**config.mk**
```make
export PLATFORM = sky130hd
export DESIGN_NAME = mem_arbiter
export DESIGN_NICKNAME = d
export VERILOG_FILES = /design/src/rtl/mem_arbiter.sv
export SDC_FILE = /design/constraint.sdc
export NUM_CORES = 1
export LEC_CHECK = 0
export CORE_UTILIZATION = 40
export CTS_CLUSTER_DIAMETER = 120
export CTS_CLUSTER_SIZE = 10
export DETAILED_ROUTE_END_ITERATION = 12
export GPL_TIMING_DRIVEN = 0
export PLACE_DENSITY = 0.9
export SYNTH_ARGS = -nofsm -noshare
export SYNTH_HDL_FRONTEND = slang
export SYNTH_SLANG_ARGS = --single-unit
export TNS_END_PERCENT = 100
```
**constraint.sdc**
```tcl
create_clock -name CLK -period 4 [get_ports CLK]
set_clock_uncertainty 0.15 [all_clocks]
set_input_delay 0.4 -clock CLK [delete_from_list [all_inputs] [get_ports CLK]]
set_output_delay 0.4 -clock CLK [all_outputs]
set_load 0.02 [all_outputs]
```
**src/rtl/mem_arbiter.sv**
```systemverilog
// Single-port RAM arbiter between the instruction fetch and data access paths.
// Data accesses win, but a fetch is forced after STARVE_LIMIT consecutive data grants.
module mem_arbiter #(
    parameter int unsigned STARVE_LIMIT = 3
) (
    input  logic        CLK,
    input  logic        nRST,
    input  logic        iREN,
    input  logic [31:0] iaddr,
    input  logic        dREN,
    input  logic        dWEN,
    input  logic [31:0] daddr,
    input  logic [31:0] dstore,
    input  logic        ramready,
    input  logic [31:0] ramload,
    output logic        ramREN,
    output logic        ramWEN,
    output logic [31:0] ramaddr,
    output logic [31:0] ramstore,
    output logic        iwait,
    output logic        dwait,
    output logic [31:0] iload,
    output logic [31:0] dload
);

    // state | meaning
    // IDLE  | no access on the RAM port; grant decision made from this cycle's requests
    // IACC  | instruction fetch presented to RAM, waiting for ramready
    // DACC  | data load/store presented to RAM, waiting for ramready
    typedef enum logic [1:0] {IDLE, IACC, DACC} state_t;

    localparam logic [3:0] LIMIT = 4'(STARVE_LIMIT);

    state_t      state_q, state_d;
    logic [31:0] addr_q, addr_d;
    logic [31:0] store_q, store_d;
    logic        wr_q, wr_d;
    logic [3:0]  starve_q, starve_d;
    logic        d_req;

    assign d_req = dREN | dWEN;

    always_ff @(posedge CLK or negedge nRST) begin
        if (!nRST) begin
            state_q  <= IDLE;
            addr_q   <= '0;
            store_q  <= '0;
            wr_q     <= 1'b0;
            starve_q <= '0;
        end else begin
            state_q  <= state_d;
            addr_q   <= addr_d;
            store_q  <= store_d;
            wr_q     <= wr_d;
            starve_q <= starve_d;
        end
    end

    always_comb begin
        state_d  = state_q;
        addr_d   = addr_q;
        store_d  = store_q;
        wr_d     = wr_q;
        starve_d = starve_q;
        ramREN   = 1'b0;
        ramWEN   = 1'b0;
        ramaddr  = '0;
        ramstore = '0;
        iwait    = iREN;
        dwait    = d_req;
        iload    = '0;
        dload    = '0;

        case (state_q)
            IDLE: begin
                if (!iREN)
                    starve_d = '0;
                if (d_req && (!iREN || starve_q < LIMIT)) begin
                    state_d = DACC;
                    addr_d  = daddr;
                    store_d = dstore;
                    wr_d    = dWEN;
                end else if (iREN) begin
                    state_d = IACC;
                    addr_d  = iaddr;
                end
            end
            IACC: begin
                // A dropped request aborts; a coincident ramready is ignored.
                if (!iREN) begin
                    state_d = IDLE;
                end else begin
                    ramREN  = 1'b1;
                    ramaddr = addr_q;
                    if (ramready) begin
                        iwait    = 1'b0;
                        iload    = ramload;
                        starve_d = '0;
                        state_d  = IDLE;
                    end
                end
            end
            DACC: begin
                if (!d_req) begin
                    state_d = IDLE;
                end else begin
                    ramREN   = !wr_q;
                    ramWEN   = wr_q;
                    ramaddr  = addr_q;
                    ramstore = wr_q ? store_q : '0;
                    if (ramready) begin
                        dwait   = 1'b0;
                        dload   = wr_q ? '0 : ramload;
                        state_d = IDLE;
                        if (iREN && starve_q != 4'hF)
                            starve_d = starve_q + 4'd1;
                    end
                end
            end
            default: state_d = IDLE;
        endcase
    end

endmodule
```
==> summary.txt, run 1 <==
Power
  • Leak pwr: between 2 and 3 nW
  • Max VDD drop: approximately 310 uV
  • Pwr/cell area: around 570 nW/um^2
  • Tot Pwr: slightly above 4 mW

Yosys
  • FF+latch count, synth: about 70
  • Ys async rst share: 100%
  • Register area share after synthesis: between 40% and 50%
  • Synth cell types: 33
  • EDFF count, synth: 0
  • Post-Synthesis Cells: between 400 and 500
  • Syn Nets: 620
  • Ys Warns: 0
  • Predominant post-synthesis flop cell: dfrtp_1
  • Mean post-synth cell area: 8.59 sq um
  • Cell Area, Synth: about 4100 sq um

Min path
  • Hold WC Path Type: in -> async

Layout
  • Final #Nets: 895
  • Non-filler cells, final: 893
  • Ant diodes: 0
  • Layout cells sized above 1: 8.29%
  • Most common cell after layout, fill and taps aside: clkdlybuf4s50_1
  • Synth-to-layout area growth: 73.5%
  • Final core occ: between 70 and 80%
  • Commonest cells after routing, fill and taps aside: 263 x clkdlybuf4s50_1, 106 x nand2_1, 97 x nor2_1

GRT
  • Largest net degree at the start of global routing: a little over 70
  • Global route overflow: 0
  • Vias in the first global route: roughly 4500
  • First-pass GRT wire length: between 20 and 25 mm
  • Global Route Usage Sum: around a quarter
  • Initial antenna violation count: 0

STA
  • Peak Freq: ~270 MHz
  • Final min period: 3760 ps
  • Worst slew margin: between 40% and 50%
  • Worst-margin pin slew: about 900 ps
  • Hold WS: roughly 38 ps
  • RSZ-0062 raised after global routing: false
  • Final period util: between 90% and 100%
  • Count of final hold-check violations: 0
  • Final setup vio count: 0
  • Max-slew violations: 0
  • Setup_tns: 0 ps

Setup path
  • CP arrival: ~3200 ps
  • Max incr delay on CP: between 600 and 700 ps
  • CP Max Fanout: 10
  • Worst path cell trace: inv_1, ha_1, buf_2, o21ai_0, a21boi_0, clkbuf_1, and2_1, clkdlybuf4s50_1
  • Worst endpoint required time: around 3500 ps
  • CP Capture Type: output pin
  • Worst Setup Start Kind: flop
  • Critical path type: reg -> out
  • Crit path max-delay cell type: clkdlybuf4s50_1

Floorplanning
  • DIE HEIGHT: 104 um
  • Site Rows: 36
  • DIE AREA: around 11000 sq um
  • Core ar.: slightly below 10000 sq um
  • Initial Util: 41.8%
  • I/O Pins: about 270
  • Die width: between 100 and 150 um

Outcome
  • Status: finished clean

Clock network
  • Root Driver: clkbuf_8
  • CTS tree: built
  • Sinks on the clock net: around 70
  • Worst-path clk slew: around 80 ps
  • Clock Path Buffers: 2
  • CTS buffer count: 9
  • Cts hold-fix bufs: 0
  • # resized after CTS: 0
  • Post-CTS Setup Bufs: 0
  • H-Tree Level Count: 3
  • Latest clock arrival within the worst-skew pair: ~320 ps

Route
  • Drt drc: 0
  • DR iter-0 viols: ~220
  • Via density: between 4 and 5
  • Final WL: between 10 and 15 mm
  • Via count: 4407
  • Pre-antenna DRT Iters: 4
  • Routed wire per std cell: around 16 um
  • Routed Antenna Nets: 0

Placed design
  • Inst Count DP: 877
  • GPL Wtd Cong: between 0.8 and 0.9
  • Final HPWL DP: 11.0 mm
  • I/O Buffers: ~260

Flow run
  • Max-Cap Viols: 0
## path summary, 6_finish.rpt
kind / start / endpoint / slack [ps] / cells after the start
setup / recovery: state_q[0] / ramaddr[5] / 240 / 8
hold / removal: nRST / addr_q[23] / 40 / 1
setup reg to reg: state_q[0] / addr_q[19] / 1790 / 7
hold reg to reg: store_q[0] / store_q[0] / 350 / 1
max in group asynchronous: nRST / addr_q[2] / 3070 / 1
min in group CLK: store_q[0] / store_q[0] / 350 / 1
## stage by stage
step / setup slack [ps] / cell area, sq um
after global routing: 6.42 / 7150
after CTS: 242 / 7150
final: 239 / 7150
after global placement: 64.2 / 6930
after floorplan: 1630 / 4120
after detailed placement: 516 / 6930
## cell families (layout without fill, tap and decap cells)
kind of cell	count (synthesis)	count (layout)	share of synthesized area (%)
buf+inv	38	318	4.28
fa+ha+maj	6	6	1.82
flops	71	71	43.1
simple gates	278	278	30.1
mux	33	33	11.7
compound gates	54	54	8.98
## critical path, delay by kind of cell (launching register included)
family,cells,cell delay (ps)
simple gates,1,190
compound gates,2,730
flops,1,430
buf+inv,4,1390
fa+ha+maj,1,160
## layer usage
| metal | wire [um] | GRT usage (%) | vias to the layer above |
|---|---|---|---|
| li1 | - | - | 2117 |
| met3 | 906 | 5.35 | 22 |
| met2 | 7220 | 47.0 | 189 |
| met1 | 5600 | 29.8 | 2079 |
| met4 | 342 | 9.63 | 0 |
| met5 | 0 | 0 | - |
## Yosys cell counts, types with 2 or more instances
| master | number | share of area, % |
|---|---|---|
| or2_2 | 2 | 0.30 |
| a31oi_1 | 34 | 5.2 |
| o211ai_1 | 3 | 0.55 |
| nor2_1 | 97 | 8.8 |
| nand4b_1 | 2 | 0.42 |
| a21boi_0 | 4 | 0.73 |
| inv_1 | 2 | 0.18 |
| a21oi_1 | 2 | 0.24 |
| mux2_2 | 3 | 0.82 |
| buf_6 | 3 | 0.82 |
| nand2_1 | 106 | 9.7 |
| ha_1 | 6 | 1.8 |
| clkbuf_1 | 20 | 1.8 |
| buf_2 | 6 | 0.73 |
| dfrtp_1 | 71 | 43 |
| and2_1 | 65 | 9.9 |
| mux2_4 | 30 | 11 |
| nand4_1 | 2 | 0.30 |
| buf_1 | 6 | 0.55 |
| o21ai_0 | 3 | 0.36 |
## final cells by class
type | instances | area (sq um)
fill | 722 | 2710
timing repair buffer | 264 | 2640
multi-input combinational | 371 | 2170
sequential | 71 | 1780
buffer | 36 | 169
tap | 133 | 166
clock buffer | 11 | 141
clock inverter | 5 | 81.3
inverter | 2 | 7.51
## state kept, by name (all words and copies together) (netlist names)
signal    flops
addr_q       32
store_q      32
starve_q      4
state_q       2
wr_q          1
## power by group
| group | total, mW | internal, mW | switching (mW) |
|---|---|---|---|
| Sequential | 1.25 | 1.07 | 0.184 |
| Combinational | 2.18 | 1.11 | 1.07 |
| Clock | 0.642 | 0.369 | 0.273 |
| Total | 4.07 | 2.55 | 1.53 |
(Power assumes the default switching activity.)
==> run 2: changes to the inputs <==
SLEW_MARGIN = 30   (was unset)
==> run 2 against run 1 <==
  * First-iteration DRC count fell by 18%
  * Hold slack gained 310 ps
  * Global-route usage fell by 0.29 points
  * Utilization barely moved
==> summary.txt, run 2 (synthesis gave the netlist of run 1 again) <==
Clock network
  • Root Driver: clkbuf_8
  • Worst-path clk slew: 70 ps (about the same)
  • Cts hold-fix bufs: 1 (+1)
  • H-Tree Level Count: 3 (unchanged)
  • Post-CTS Setup Bufs: 0 (unchanged)
  • Clock Path Buffers: 2 (unchanged)
  • CTS buffer count: 9 (unchanged)
  • Sinks on the clock net: 71 (unchanged)
  • Latest clock arrival within the worst-skew pair: 330 ps (about the same)
  • CTS tree: built
  • # resized after CTS: 0 (unchanged)

Floorplanning
  • DIE AREA: 10700 sq um (unchanged)
  • DIE HEIGHT: 104 um (unchanged)
  • Die width: 104 um (unchanged)
  • Core ar.: 9860 sq um (unchanged)
  • Initial Util: 41.8% (unchanged)
  • I/O Pins: 266 (unchanged)
  • Site Rows: 36 (unchanged)

Setup path
  • Worst path cell trace: inv_1, ha_1, buf_2, o21ai_0, a21boi_0, clkbuf_1, and2_1, clkdlybuf4s50_1
  • CP Max Fanout: 10 (unchanged)
  • R2R depth: 7 (unchanged)
  • Worst reg2reg endpoint: addr_q[24]
  • Crit path from: state_q[0]
  • Critical path type: reg -> out
  • R2R Setup Slk: 1770 ps (-20 ps)
  • Max incr delay on CP: 620 ps (-30 ps)
  • CP arrival: 3180 ps (-30 ps)
  • CP Capture Type: output pin
  • Reg2reg start: state_q[0]
  • Crit path max-delay cell type: clkdlybuf4s50_1
  • CP endpoint: ramaddr[10]
  • Worst Setup Start Kind: flop
  • Worst endpoint required time: 3450 ps (about the same)

GRT
  • Global Route Usage Sum: 25.6% (-0.29 points)
  • Vias in the first global route: 4390 (-3.1%)
  • Largest net degree at the start of global routing: 40 (-44%)
  • Initial antenna violation count: 0 (unchanged)
  • Global route overflow: 0 (unchanged)
  • First-pass GRT wire length: 21.9 mm (-2.0%)

Route
  • Pre-antenna DRT Iters: 4 (unchanged)
  • Drt drc: 0 (unchanged)
  • Via count: 4395 (-0.27%)
  • Via density: 4.91 (-0.50%)
  • Routed Antenna Nets: 0 (unchanged)
  • DR iter-0 viols: 178 (-18%)
  • Routed wire per std cell: 15.6 um (-0.82%)
  • Final WL: 14.0 mm (-0.60%)

STA
  • Max-slew violations: 0 (unchanged)
  • RSZ-0062 raised after global routing: false
  • Peak Freq: 268 MHz (+0.76%)
  • Final period util: 93.3% (-0.71 points)
  • Setup_tns: 0 ps (unchanged)
  • Worst-margin pin slew: 669 ps (-228 ps)
  • Count of final hold-check violations: 0 (unchanged)
  • Final setup vio count: 0 (unchanged)
  • Worst slew margin: 55.4% (+15 points)
  • Final min period: 3730 ps (-28.3 ps)

Layout
  • Most common cell after layout, fill and taps aside: clkdlybuf4s50_1
  • Synth-to-layout area growth: 73.4% (about the same)
  • Final core occ: 72.5% (about the same)
  • Final #Nets: 897 (+0.22%)
  • Commonest cells after routing, fill and taps aside: 263 x clkdlybuf4s50_1, 106 x nand2_1, 97 x nor2_1
  • Regs by FF count: addr_q x32, store_q x32, starve_q x4
  • Ant diodes: 0 (unchanged)
  • Layout cells sized above 1: 8.27% (-0.022 points)

Placed design
  • I/O Buffers: 264 (unchanged)
  • Final HPWL DP: 11.1 mm (+1.2%)
  • GPL Wtd Cong: 0.843 (unchanged)

Power
  • Tot Pwr: 3.99 mW (-2.0%)
  • Leak pwr: 2.97 nW (+0.14%)
  • Pwr/cell area: 559 nW/um^2 (-1.9%)
  • Max VDD drop: 287 uV (-7.1%)

Min path
  • Hold WC Path Type: reg -> reg

Outcome
  • Status: finished clean

Flow run
  • Max-Cap Viols: 0 (unchanged)
-- run 2: worst min path at each step --
stage | start | endpoint | slack, ps | depth (start not counted)
after global routing | store_q[23] | store_q[23] | 370 | 1
after global placement | store_q[1] | store_q[1] | 330 | 1
after floorplan | nRST | addr_q[0] | -50 | 0
final | store_q[23] | store_q[23] | 350 | 1
after detailed placement | nRST | addr_q[23] | 220 | 1
after CTS | iREN | state_q[1] | 350 | 4
-- run 2: through the flow --
stage          area [sq um]  worst slack, ps  cells  hold slack (ps)
3_3_place_gp           6930             64.2    877              330
4_1_cts                7150              242    895              348
6_report               7150              267    895              353
3_5_place_dp           6950              523    878              221
2_1_floorplan          4120             1630    480            -45.6
5_1_grt                7150             26.5    895              367
-- run 2: where the power goes --
group	internal [mW]	leakage (nW)	switching, mW	total, mW
clock	0.303	0.100	0.255	0.558
combinational	1.11	2.04	1.07	2.18
sequential	1.07	0.826	0.185	1.26
total	2.48	2.97	1.51	3.99
-- run 2: layer usage --
metal | up-vias | track usage [%] | wire [um] | share of wire [%]
li1 | 2113 | - | - | -
met1 | 2080 | 29.1 | 5560 | 40
met2 | 177 | 46.9 | 7240 | 52
met3 | 25 | 5.60 | 862 | 6.2
met4 | 0 | 8.90 | 318 | 2.3
met5 | - | 0 | 0 | 0
-- run 2: layout make-up --
class	count	area, sq um
buffer	36	169
clock buffer	12	145
clock inverter	4	45.0
fill	701	2720
inverter	2	7.51
multi-input combinational	371	2170
sequential	71	1780
tap	133	166
timing repair buffer	266	2670
-- run 2: worst max-delay path, delay by kind of cell (launching register included) --
| family | cells | cell delay [ps] |
|---|---|---|
| simple gates | 1 | 220 |
| flops | 1 | 430 |
| compound gates | 2 | 710 |
| fa+ha+maj | 1 | 160 |
| buf+inv | 4 | 1340 |
==> run 3: changes to the inputs <==
--- a/config.mk
+++ b/config.mk
@@ -12,4 +12,5 @@
 export GPL_TIMING_DRIVEN = 0
 export PLACE_DENSITY = 0.9
+export RECOVER_POWER = 50
 export SLEW_MARGIN = 30
 export SYNTH_ARGS = -nofsm -noshare
==> constraint.sdc (replaced) <==
create_clock -name CLK -period 4 [get_ports CLK]
set_clock_uncertainty 0.15 [all_clocks]
set_input_delay 0.8 -clock CLK [delete_from_list [all_inputs] [get_ports CLK]]
set_output_delay 0.8 -clock CLK [all_outputs]
set_load 0.02 [all_outputs]
==> run 3 against run 2 <==
  * Via count grew 0.34%
  * Clock-buffer cell count unchanged
  * Register-to-register slack got worse by 420 ps
  * Critical endpoint is now dload[18]
  * Non-clock buffer count decreased by 1
  * Utilization decreased by 0.75 points
  * The run now ends with capacitance limit, slew limit left
  * Cell count fell by 0.11%
  * Combinational power decreased by 8%
  * Die area is the same
  * Largest cell class unchanged
==> summary.txt, run 3 (synthesis gave the netlist of run 1 again) <==
GRT
  • Global route overflow: 0 (unchanged)
  • Vias in the first global route: 4391 (+0.023%)
  • Largest net degree at the start of global routing: 40 (unchanged)
  • Initial antenna violation count: 0 (unchanged)
  • Global Route Usage Sum: 25.6% (unchanged)
  • First-pass GRT wire length: 21.9 mm (unchanged)

Layout
  • Reg area: 1780 sq um (unchanged)
  • Non-filler cells, final: 894 (-0.11%)
  • Layout cells sized above 1: 5.26% (-3.0 points)
  • Regs by FF count: addr_q x32, store_q x32, starve_q x4
  • Final #Nets: 896 (-0.11%)
  • Fillcell total: 758 (+8.1%)
  • Most common cell after layout, fill and taps aside: clkdlybuf4s50_1
  • Ant diodes: 0 (unchanged)
  • Synth-to-layout area growth: 71.6%
  • Multi-input gate area: 2070 sq um (-4.7%)
  • Commonest cells after routing, fill and taps aside: 234 x clkdlybuf4s50_1, 107 x nand2_1, 97 x nor2_1
  • Final core occ: 71.7% (-0.75 points)

Setup path
  • Worst Setup Start Kind: input pin
  • Critical path type: in -> out
  • Worst endpoint required time: 3050 ps (-400 ps)
  • CP Max Fanout: 10 (unchanged)
  • R2R depth: 7 (unchanged)
  • CP arrival: 3010 ps (-170 ps)
  • CP Capture Type: output pin

Power
  • Logic gate share of total power: 52.6% (-2.0 points)
  • P_int: 2.33 mW (-6.3%)
  • Reg power frac: 32.8% (+1.4 points)
  • Switch Pwr: 1.47 mW (-2.5%)
  • Pwr/cell area: 537 nW/um^2 (-3.8%)
  • Leak pwr: 3.37 nW (+13%)
  • Max VDD drop: 288 uV (+0.22%)
  • Clock group share of total power: 14.6% (+0.6 points)
  • Switching part of the total power: 38.7% (+0.94 points)

STA
  • Max-slew violations: 34 (+34)
  • Peak Freq: 253 MHz (-5.7%)
  • Final setup vio count: 0 (unchanged)
  • Final min period: 3960 ps (+225 ps)
  • Worst-margin pin slew: 1750 ps (+1080 ps)
  • RSZ-0062 raised after global routing: true
  • Hold WS: 335 ps (-17.4 ps)
  • Worst slew margin: -16.5% (-72 points)
  • Final period util: 99.0% (+5.6 points)
  • Count of final hold-check violations: 0 (unchanged)

Floorplanning
  • Initial Util: 41.8% (unchanged)
  • Core ar.: 9860 sq um (unchanged)
  • I/O Pins: 266 (unchanged)
  • Die width: 104 um (unchanged)
  • Site Rows: 36 (unchanged)
  • DIE HEIGHT: 104 um (unchanged)
  • DIE AREA: 10700 sq um (unchanged)

Placed design
  • Final HPWL DP: 11.1 mm (unchanged)
  • Inst Count DP: 878 (unchanged)
  • I/O Buffers: 264 (unchanged)
  • GPL Wtd Cong: 0.843 (unchanged)

Route
  • Pre-antenna DRT Iters: 6 (+2)
  • Via count: 4410 (+0.34%)
  • Drt drc: 0 (unchanged)
  • DR iter-0 viols: 208 (+17%)
  • Final WL: 14.1 mm (+0.72%)
  • Via density: 4.93 (+0.45%)
  • Routed wire per std cell: 15.8 um (+0.83%)
  • Routed Antenna Nets: 0 (unchanged)

Clock network
  • Latest clock arrival within the worst-skew pair: 330 ps (about the same)
  • Post-CTS Setup Bufs: 0 (unchanged)
  • Sinks on the clock net: 71 (unchanged)
  • CTS buffer count: 9 (unchanged)
  • Worst-path clk slew: 70 ps (about the same)
  • Clock Path Buffers: 2 (unchanged)
  • Root Driver: clkbuf_8
  • CTS tree: built
  • H-Tree Level Count: 3 (unchanged)

Outcome
  • Failing checks: capacitance limit, slew limit
  • Status: finished with violations

Flow run
  • Max-Cap Viols: 1 (+1)

Min path
  • Hold Path Depth: 1 (unchanged)
  • Hold WC Path Type: reg -> reg
[run 3: final timing paths]
check,start,endpoint,slack [ps]
max in group asynchronous,nRST,store_q[25],1200
worst min register to register,store_q[23],store_q[23],340
min in group asynchronous,nRST,addr_q[21],770
worst max-delay path,dWEN,dload[18],40
worst max register to register,starve_q[0],store_q[28],1350
worst min-delay path,store_q[23],store_q[23],340
[run 3: timing repair]
item                                    CTS  global route
hold buffers                              0             0
endpoints found under the setup margin   30            74
cloned                                    0             0
resized for setup                         4            42
endpoints found under the hold margin     0             0
[run 3: layout make-up]
class | instances | area share (%)
repair buffers | 265 | 38.4
multi-input cells | 371 | 29.2
flip-flops and latches | 71 | 25.1
well taps | 133 | 2.35
plain buffers | 36 | 2.16
clock buffers | 12 | 2.05
clock inverters | 4 | 0.637
inverters | 2 | 0.106
[run 3: layer usage]
metal	vias up	share of wire, %	track usage [%]
met5	-	0	0
li1	2114	-	-
met2	199	53	46.9
met4	0	2.5	8.90
met1	2072	38	29.1
met3	25	6.7	5.60
[run 3: per-stage QoR]
step | instance area [sq um] | total power, mW | setup TNS (ps) | worst slack (ps)
after global routing | 7080 | 4.06 | -38.9 | -38.9
after detailed placement | 6950 | 3.45 | -7120 | -277
after CTS | 7140 | 4.02 | 0 | 5.20
after floorplan | 4120 | 2.55 | 0 | 1120
after global placement | 6930 | 3.36 | -30780 | -336
final | 7080 | 3.80 | 0 | 41.9
[run 3: power groups by stage]
stage	Combinational, mW	Clock [mW]	Sequential (mW)
2_1_floorplan	1.35	0	1.20
3_3_place_gp	2.13	0	1.23
3_5_place_dp	2.18	0	1.26
4_1_cts	2.20	0.571	1.25
5_1_grt	2.16	0.601	1.29
6_report	2.00	0.556	1.25
[run 3: worst max-delay path: stages]
cell and delay [ps]:
clkdlybuf4s50_1 560, o21ai_0 200, or2_2 320, clkbuf_1 170, clkbuf_2 210, nor2_1 130, clkdlybuf4s50_1 610
